--- src/rtl/mul_pipe_ctrl.sv ---
// mul_pipe_ctrl: pipelined RV32M multiply wrapper (MUL/MULH/MULHSU/MULHU).
// Operands are reduced to unsigned magnitudes in S1. An unsigned 32x32
// dadda_tree core forms the product into S2. Sign correction and word
// selection are applied on the way out.
// Optional feature: define MUL_OUT_REG_EN to add an S3 output register.
// That raises latency to 3 and capacity to 3 ops.

// Unsigned 32x32 -> 64 multiplier core. It is purely combinational.
module dadda_tree (
    input  logic [31:0] a_i,
    input  logic [31:0] b_i,
    output logic [63:0] prod_o
);
    logic [63:0] a_ext;
    logic [63:0] b_ext;

    assign a_ext  = {32'd0, a_i};
    assign b_ext  = {32'd0, b_i};
    assign prod_o = a_ext * b_ext;
endmodule

module mul_pipe_ctrl (
    input  logic        clk,
    input  logic        rst_n,
    input  logic        flush,
    input  logic        in_valid,
    output logic        in_ready,
    input  logic [31:0] rs1_data,
    input  logic [31:0] rs2_data,
    input  logic [2:0]  funct3,
    input  logic [4:0]  rd_addr,
    output logic        out_valid,
    input  logic        out_ready,
    output logic [31:0] out_data,
    output logic [4:0]  out_rd,
    output logic        busy
);
    // The whole pipe moves in lockstep. It holds only when the head is
    // waiting on the consumer.
    logic advance;
    assign advance  = !out_valid || out_ready;
    assign in_ready = advance;

    // ---------------- operand conditioning (feeds S1) ----------------
    logic        rs1_signed;
    logic        rs2_signed;
    logic        rs1_neg;
    logic        rs2_neg;
    logic [31:0] rs1_mag;
    logic [31:0] rs2_mag;

    // Decide signedness per op, then take magnitudes of negative operands.
    // MUL is treated as unsigned because the low word does not depend on
    // signedness. 0x80000000 negates to itself, which is its correct
    // unsigned magnitude.
    always_comb begin
        rs1_signed = (funct3[1:0] == 2'b01) || (funct3[1:0] == 2'b10);
        rs2_signed = (funct3[1:0] == 2'b01);
        rs1_neg    = rs1_signed && rs1_data[31];
        rs2_neg    = rs2_signed && rs2_data[31];
        rs1_mag    = rs1_neg ? (~rs1_data + 32'd1) : rs1_data;
        rs2_mag    = rs2_neg ? (~rs2_data + 32'd1) : rs2_data;
    end

    // ---------------- stage S1 ----------------
    logic        s1_valid_q, s1_valid_d;
    logic [31:0] s1_a_q, s1_a_d;
    logic [31:0] s1_b_q, s1_b_d;
    logic        s1_neg_q, s1_neg_d;
    logic        s1_hi_q, s1_hi_d;
    logic [4:0]  s1_rd_q, s1_rd_d;

    // S1 next state. Flush wins over everything. Data only moves on advance.
    always_comb begin
        s1_valid_d = s1_valid_q;
        s1_a_d     = s1_a_q;
        s1_b_d     = s1_b_q;
        s1_neg_d   = s1_neg_q;
        s1_hi_d    = s1_hi_q;
        s1_rd_d    = s1_rd_q;
        if (flush) begin
            s1_valid_d = 1'b0;
        end else if (advance) begin
            s1_valid_d = in_valid;
        end
        if (advance) begin
            s1_a_d   = rs1_mag;
            s1_b_d   = rs2_mag;
            s1_neg_d = rs1_neg ^ rs2_neg;
            s1_hi_d  = (funct3[1:0] != 2'b00);
            s1_rd_d  = rd_addr;
        end
    end

    // S1 register.
    always_ff @(posedge clk or negedge rst_n) begin
        if (!rst_n) begin
            s1_valid_q <= 1'b0;
            s1_a_q     <= '0;
            s1_b_q     <= '0;
            s1_neg_q   <= 1'b0;
            s1_hi_q    <= 1'b0;
            s1_rd_q    <= '0;
        end else begin
            s1_valid_q <= s1_valid_d;
            s1_a_q     <= s1_a_d;
            s1_b_q     <= s1_b_d;
            s1_neg_q   <= s1_neg_d;
            s1_hi_q    <= s1_hi_d;
            s1_rd_q    <= s1_rd_d;
        end
    end

    // ---------------- multiplier core ----------------
    logic [63:0] core_prod;

    dadda_tree u_dadda_tree (
        .a_i    (s1_a_q),
        .b_i    (s1_b_q),
        .prod_o (core_prod)
    );

    // ---------------- stage S2 ----------------
    logic        s2_valid_q, s2_valid_d;
    logic [63:0] s2_prod_q, s2_prod_d;
    logic        s2_neg_q, s2_neg_d;
    logic        s2_hi_q, s2_hi_d;
    logic [4:0]  s2_rd_q, s2_rd_d;

    // S2 next state. It takes a bubble whenever S1 is empty.
    always_comb begin
        s2_valid_d = s2_valid_q;
        s2_prod_d  = s2_prod_q;
        s2_neg_d   = s2_neg_q;
        s2_hi_d    = s2_hi_q;
        s2_rd_d    = s2_rd_q;
        if (flush) begin
            s2_valid_d = 1'b0;
        end else if (advance) begin
            s2_valid_d = s1_valid_q;
        end
        if (advance) begin
            s2_prod_d = core_prod;
            s2_neg_d  = s1_neg_q;
            s2_hi_d   = s1_hi_q;
            s2_rd_d   = s1_rd_q;
        end
    end

    // S2 register.
    always_ff @(posedge clk or negedge rst_n) begin
        if (!rst_n) begin
            s2_valid_q <= 1'b0;
            s2_prod_q  <= '0;
            s2_neg_q   <= 1'b0;
            s2_hi_q    <= 1'b0;
            s2_rd_q    <= '0;
        end else begin
            s2_valid_q <= s2_valid_d;
            s2_prod_q  <= s2_prod_d;
            s2_neg_q   <= s2_neg_d;
            s2_hi_q    <= s2_hi_d;
            s2_rd_q    <= s2_rd_d;
        end
    end

    // ---------------- sign fix-up and word select ----------------
    logic [63:0] fixed_prod;
    logic [31:0] result_word;

    // Restore the sign with a 64-bit two's-complement negate, then pick a
    // half of the product.
    always_comb begin
        fixed_prod  = s2_neg_q ? (~s2_prod_q + 64'd1) : s2_prod_q;
        result_word = s2_hi_q ? fixed_prod[63:32] : fixed_prod[31:0];
    end

`ifdef MUL_OUT_REG_EN
    // ---------------- stage S3: registered output ----------------
    logic        s3_valid_q, s3_valid_d;
    logic [31:0] s3_data_q, s3_data_d;
    logic [4:0]  s3_rd_q, s3_rd_d;

    // S3 next state. It follows the same advance and flush rules.
    always_comb begin
        s3_valid_d = s3_valid_q;
        s3_data_d  = s3_data_q;
        s3_rd_d    = s3_rd_q;
        if (flush) begin
            s3_valid_d = 1'b0;
        end else if (advance) begin
            s3_valid_d = s2_valid_q;
        end
        if (advance) begin
            s3_data_d = result_word;
            s3_rd_d   = s2_rd_q;
        end
    end

    // S3 register.
    always_ff @(posedge clk or negedge rst_n) begin
        if (!rst_n) begin
            s3_valid_q <= 1'b0;
            s3_data_q  <= '0;
            s3_rd_q    <= '0;
        end else begin
            s3_valid_q <= s3_valid_d;
            s3_data_q  <= s3_data_d;
            s3_rd_q    <= s3_rd_d;
        end
    end

    assign out_valid = s3_valid_q;
    assign out_data  = s3_data_q;
    assign out_rd    = s3_rd_q;
    assign busy      = s1_valid_q || s2_valid_q || s3_valid_q;
`else
    assign out_valid = s2_valid_q;
    assign out_data  = result_word;
    assign out_rd    = s2_rd_q;
    assign busy      = s1_valid_q || s2_valid_q;
`endif

endmodule

--- config.mk ---
export PLATFORM = sky130hd
export DESIGN_NAME = mul_pipe_ctrl
export DESIGN_NICKNAME = d
export VERILOG_FILES = /design/src/rtl/mul_pipe_ctrl.sv
export SDC_FILE = /design/constraint.sdc
export NUM_CORES = 2
export LEC_CHECK = 0
export ABC_AREA = 1
export BUFFER_PORTS_ARGS = -buffer_cell sky130_fd_sc_hd__buf_2
export CORE_UTILIZATION = 45
export DETAILED_ROUTE_END_ITERATION = 8
export RECOVER_POWER = 50
export SETUP_SLACK_MARGIN = 0.02
export SLEW_MARGIN = 30
export SYNTH_ARGS = -nofsm -noshare
export SYNTH_HDL_FRONTEND = slang
export SYNTH_SLANG_ARGS = --single-unit
--- constraint.sdc ---
create_clock -name clk -period 6.24 [get_ports clk]
set_input_delay 0 -clock clk [delete_from_list [all_inputs] [get_ports clk]]
set_output_delay 0 -clock clk [all_outputs]
set_load 0.01 [all_outputs]
==> results.yml <==
sta:
  slew_headroom: -1.31
  max_freq_mhz: 150
  rsz0062_at_grt: "true"
  timing.final.crit_share: 1.07
  finClkSkew_ns: 0.0132
  finalCriticalPeriod_ns: 6.68
  slew_viol_final: 86
  worst_slew_pin_slew_ns: 3.46
  layout_setup_ws_ns: -0.444
  finalSetupViolations: 48
  tns_ns: -13.94
  hold_viol_final: 0
min_path:
  hp-class: "input pin to flip-flop"
  hold_depth: 3
routing:
  drc_errors: 0
  ant_nets: 0
  via_count: 40900
  post_drt_wl_per_cell_um: 18.3
  drt-total-wl_um: 151000
  first_pass_iters: 9
  vias_per_cell: 4.97
  drt_iter0_drc: 2775
setup_path:
  criticalPathCategory: "flip-flop to flip-flop"
  cp_slowest_stage_delay_ns: 0.58
  critical-path-top-delay-family: "adder cells"
  cp.depth: 29
  crit-reg2reg-launch: "s1_a_q[13]"
  critPathBufInv: 10
  crit_start: "s1_a_q[13]"
  cpMostUsedCell: "inv_2"
  critPathCaptureType: "flip-flop"
  arrival_ns: 7.05
  cp_max_fo: 8
  reg2reg_to: "s2_prod_q[38]"
  rr_worst_depth: 29
  start_kind: "flip-flop"
  cp.required_ns: 6.61
  r2r_slack_ns: -0.44
  worstSetupEndpoint: "s2_prod_q[38]"
  cpMaxStageDelayCell: "fa_1"
synthesis:
  synth_edf_count: 0
  synth_area_leader_cell: "fa_1"
  synthTopCellsByCount: "2,014 x nand2_1, 1,885 x inv_1, 896 x fa_1"
  ys_seq_area_frac: 0.0787
  synth.most_common_cell: "nand2_1"
  synthArstFlopShare: 1.00
  synth_flop_cell: "dfrtp_1"
  synth.top_cell.area_share: 0.392
  ys_types: 45
  syn_nets: 7729
  yosysWarnings: 0
  ys_top_cells_by_area: "fa_1 39%, nand2_1 17%, inv_1 15%, dfrtp_1 7.9%, ha_1 7.3%"
  avgSynthCellArea_sq_um: 7.06
  synthCells: 6488
  netlist_area_sq_mm: 0.0458
  ys_seq_elements: 144
run_status:
  status: "finished with violations"
  violations: "capacitance limit, slew limit, setup timing"
floorplanning:
  die_h_um: 321
  rows: 116
  dieArea_sq_mm: 0.103
  io_pins: 117
  die_w_um: 321
  initial_core_util: 0.456
  core_area_sq_mm: 0.100
global_routing:
  grt_start_max_net_pins: 174
  grt_pass1_vias: 42400
  track_usage: 0.302
  grt_pass1_wl_um: 239000
  antenna_found_initial: 3
  grt_overflow: 0
clock_tree:
  cts_buffer_depth: 2
  cts_htree_levels: 4
  cts_buffers: 17
  clk_pin_slew_ns: 0.07
  clk_latency_ns: 0.52
  clockRootBuffer: "clkbuf_16"
  cts.sinks: 144
  cts_tree: "done"
placement:
  place_hpwl_um: 125000
  placed_cell_area_sq_mm: 0.0503
  portBuffers: 115
  place.gp.congestion: 0.991
layout:
  areaGrowthSynthToFinish_pct: 22.2
  fin_area_sq_mm: 0.0560
  fillerInstances: 9617
  final_util: 0.557
  design.final.nets: 8095
  drive_gt1_frac: 0.192
flow_run:
  max-cap-violations: 2
==> worst min-delay path: cells and delay by family <==
kind	cells	cell delay [ns]
AOI/OAI and AO/OA	1	0.26
buffers and inverters	1	0.10
xor gates and xnor gates	1	0.11
==> worst min-delay path by stage <==
stage                       from         end  slack, ns
detailed placement         rst_n     s2_hi_q       -0.1
global route        rs2_data[21]  s1_b_q[21]       0.02
CTS                 rs2_data[21]  s1_b_q[21]      0.008
global placement           rst_n     s2_hi_q      -0.09
finish              rs2_data[23]  s1_b_q[23]       0.02
floorplan                  rst_n   out_rd[0]      -0.30
==> layer usage <==
metal	part of all wire	routed length, um	GRT usage	vias up
met4	0.032	4840	0.0919	4
met2	0.47	71200	0.495	1316
met5	0.00018	27	0	-
met3	0.063	9450	0.0409	221
li1	-	-	-	19000
met1	0.43	65400	0.415	20300
==> sequential cells by signal (all words and copies together), names as in the netlist, 5 cells and up <==
name and flops:
out_rd 5, s1_a_q 32, s1_b_q 32, s1_rd_q 5, s2_prod_q 64
==> per-stage QoR <==
step                setup slack [ns]  hold WS, ns  cells
floorplan                     0.0128       -0.296   6488
global placement              -0.793      -0.0946   8019
detailed placement            -0.793      -0.0953   8019
CTS                           -0.469      0.00756   8180
global route                  -0.639       0.0183   8225
finish                        -0.444       0.0242   8226
==> cells in the final DEF, fill, tap and decap left out, types with 9 or more instances in the layout <==
master	n
nand3_4	12
dfrtp_2	19
nor2_2	39
o21ai_2	13
nand3_1	174
o21ai_1	29
nand2_1	1781
dfrtp_1	125
nand4_1	54
o21bai_1	11
a21oi_4	14
nor3_1	13
buf_12	61
buf_4	322
ha_1	214
o21ai_0	126
buf_6	60
fa_1	817
buf_2	115
clkbuf_16	21
fa_2	79
xor2_1	33
nand3_2	17
xnor2_1	10
nand3b_1	11
nand2_2	175
nor2_1	202
nand2_4	70
ha_4	53
a21oi_2	17
inv_1	1782
nor3_2	11
dlygate4sd3_1	79
inv_2	110
nor2_4	48
a31oi_1	9
a21oi_1	49
==> final cells by class <==
class	count	area [sq um]	share of cell area
antenna	2	5.00	0.0000894
clock buffer	17	425	0.00760
clock inverter	15	189	0.00337
inverter	1897	7120	0.127
multi-input combinational	4139	36900	0.659
sequential	144	3630	0.0648
tap	1357	1700	0.0303
timing repair buffer	655	6020	0.108
==> kinds of logic (layout without fill, tap and decap cells) <==
group,Yosys count,after routing,share of synthesized area
XOR/XNOR,59,59,0.0113
AO/OA/AOI/OAI,288,288,0.0340
AND/OR/NAND/NOR,2628,2628,0.230
other,0,2,0
flip-flops,144,144,0.0787
adder cells (fa/ha/maj),1164,1164,0.465
buffers and inverters,2205,2584,0.181
==> timing repair <==
| item | 4_1_cts | 5_1_grt |
|---|---|---|
| pin swaps | 145 | 321 |
| hold endpoints to repair | 108 | 0 |
| resized for setup | 451 | 480 |
| hold buffers | 80 | 0 |
| cloned | 6 | 4 |
| endpoints found under the setup margin | 52 | 54 |
| buffers inserted | 44 | 47 |
Power is left out: the tool's default activity adds up to more than one toggle a clock period on the data nets, which glitch-free logic cannot reach.
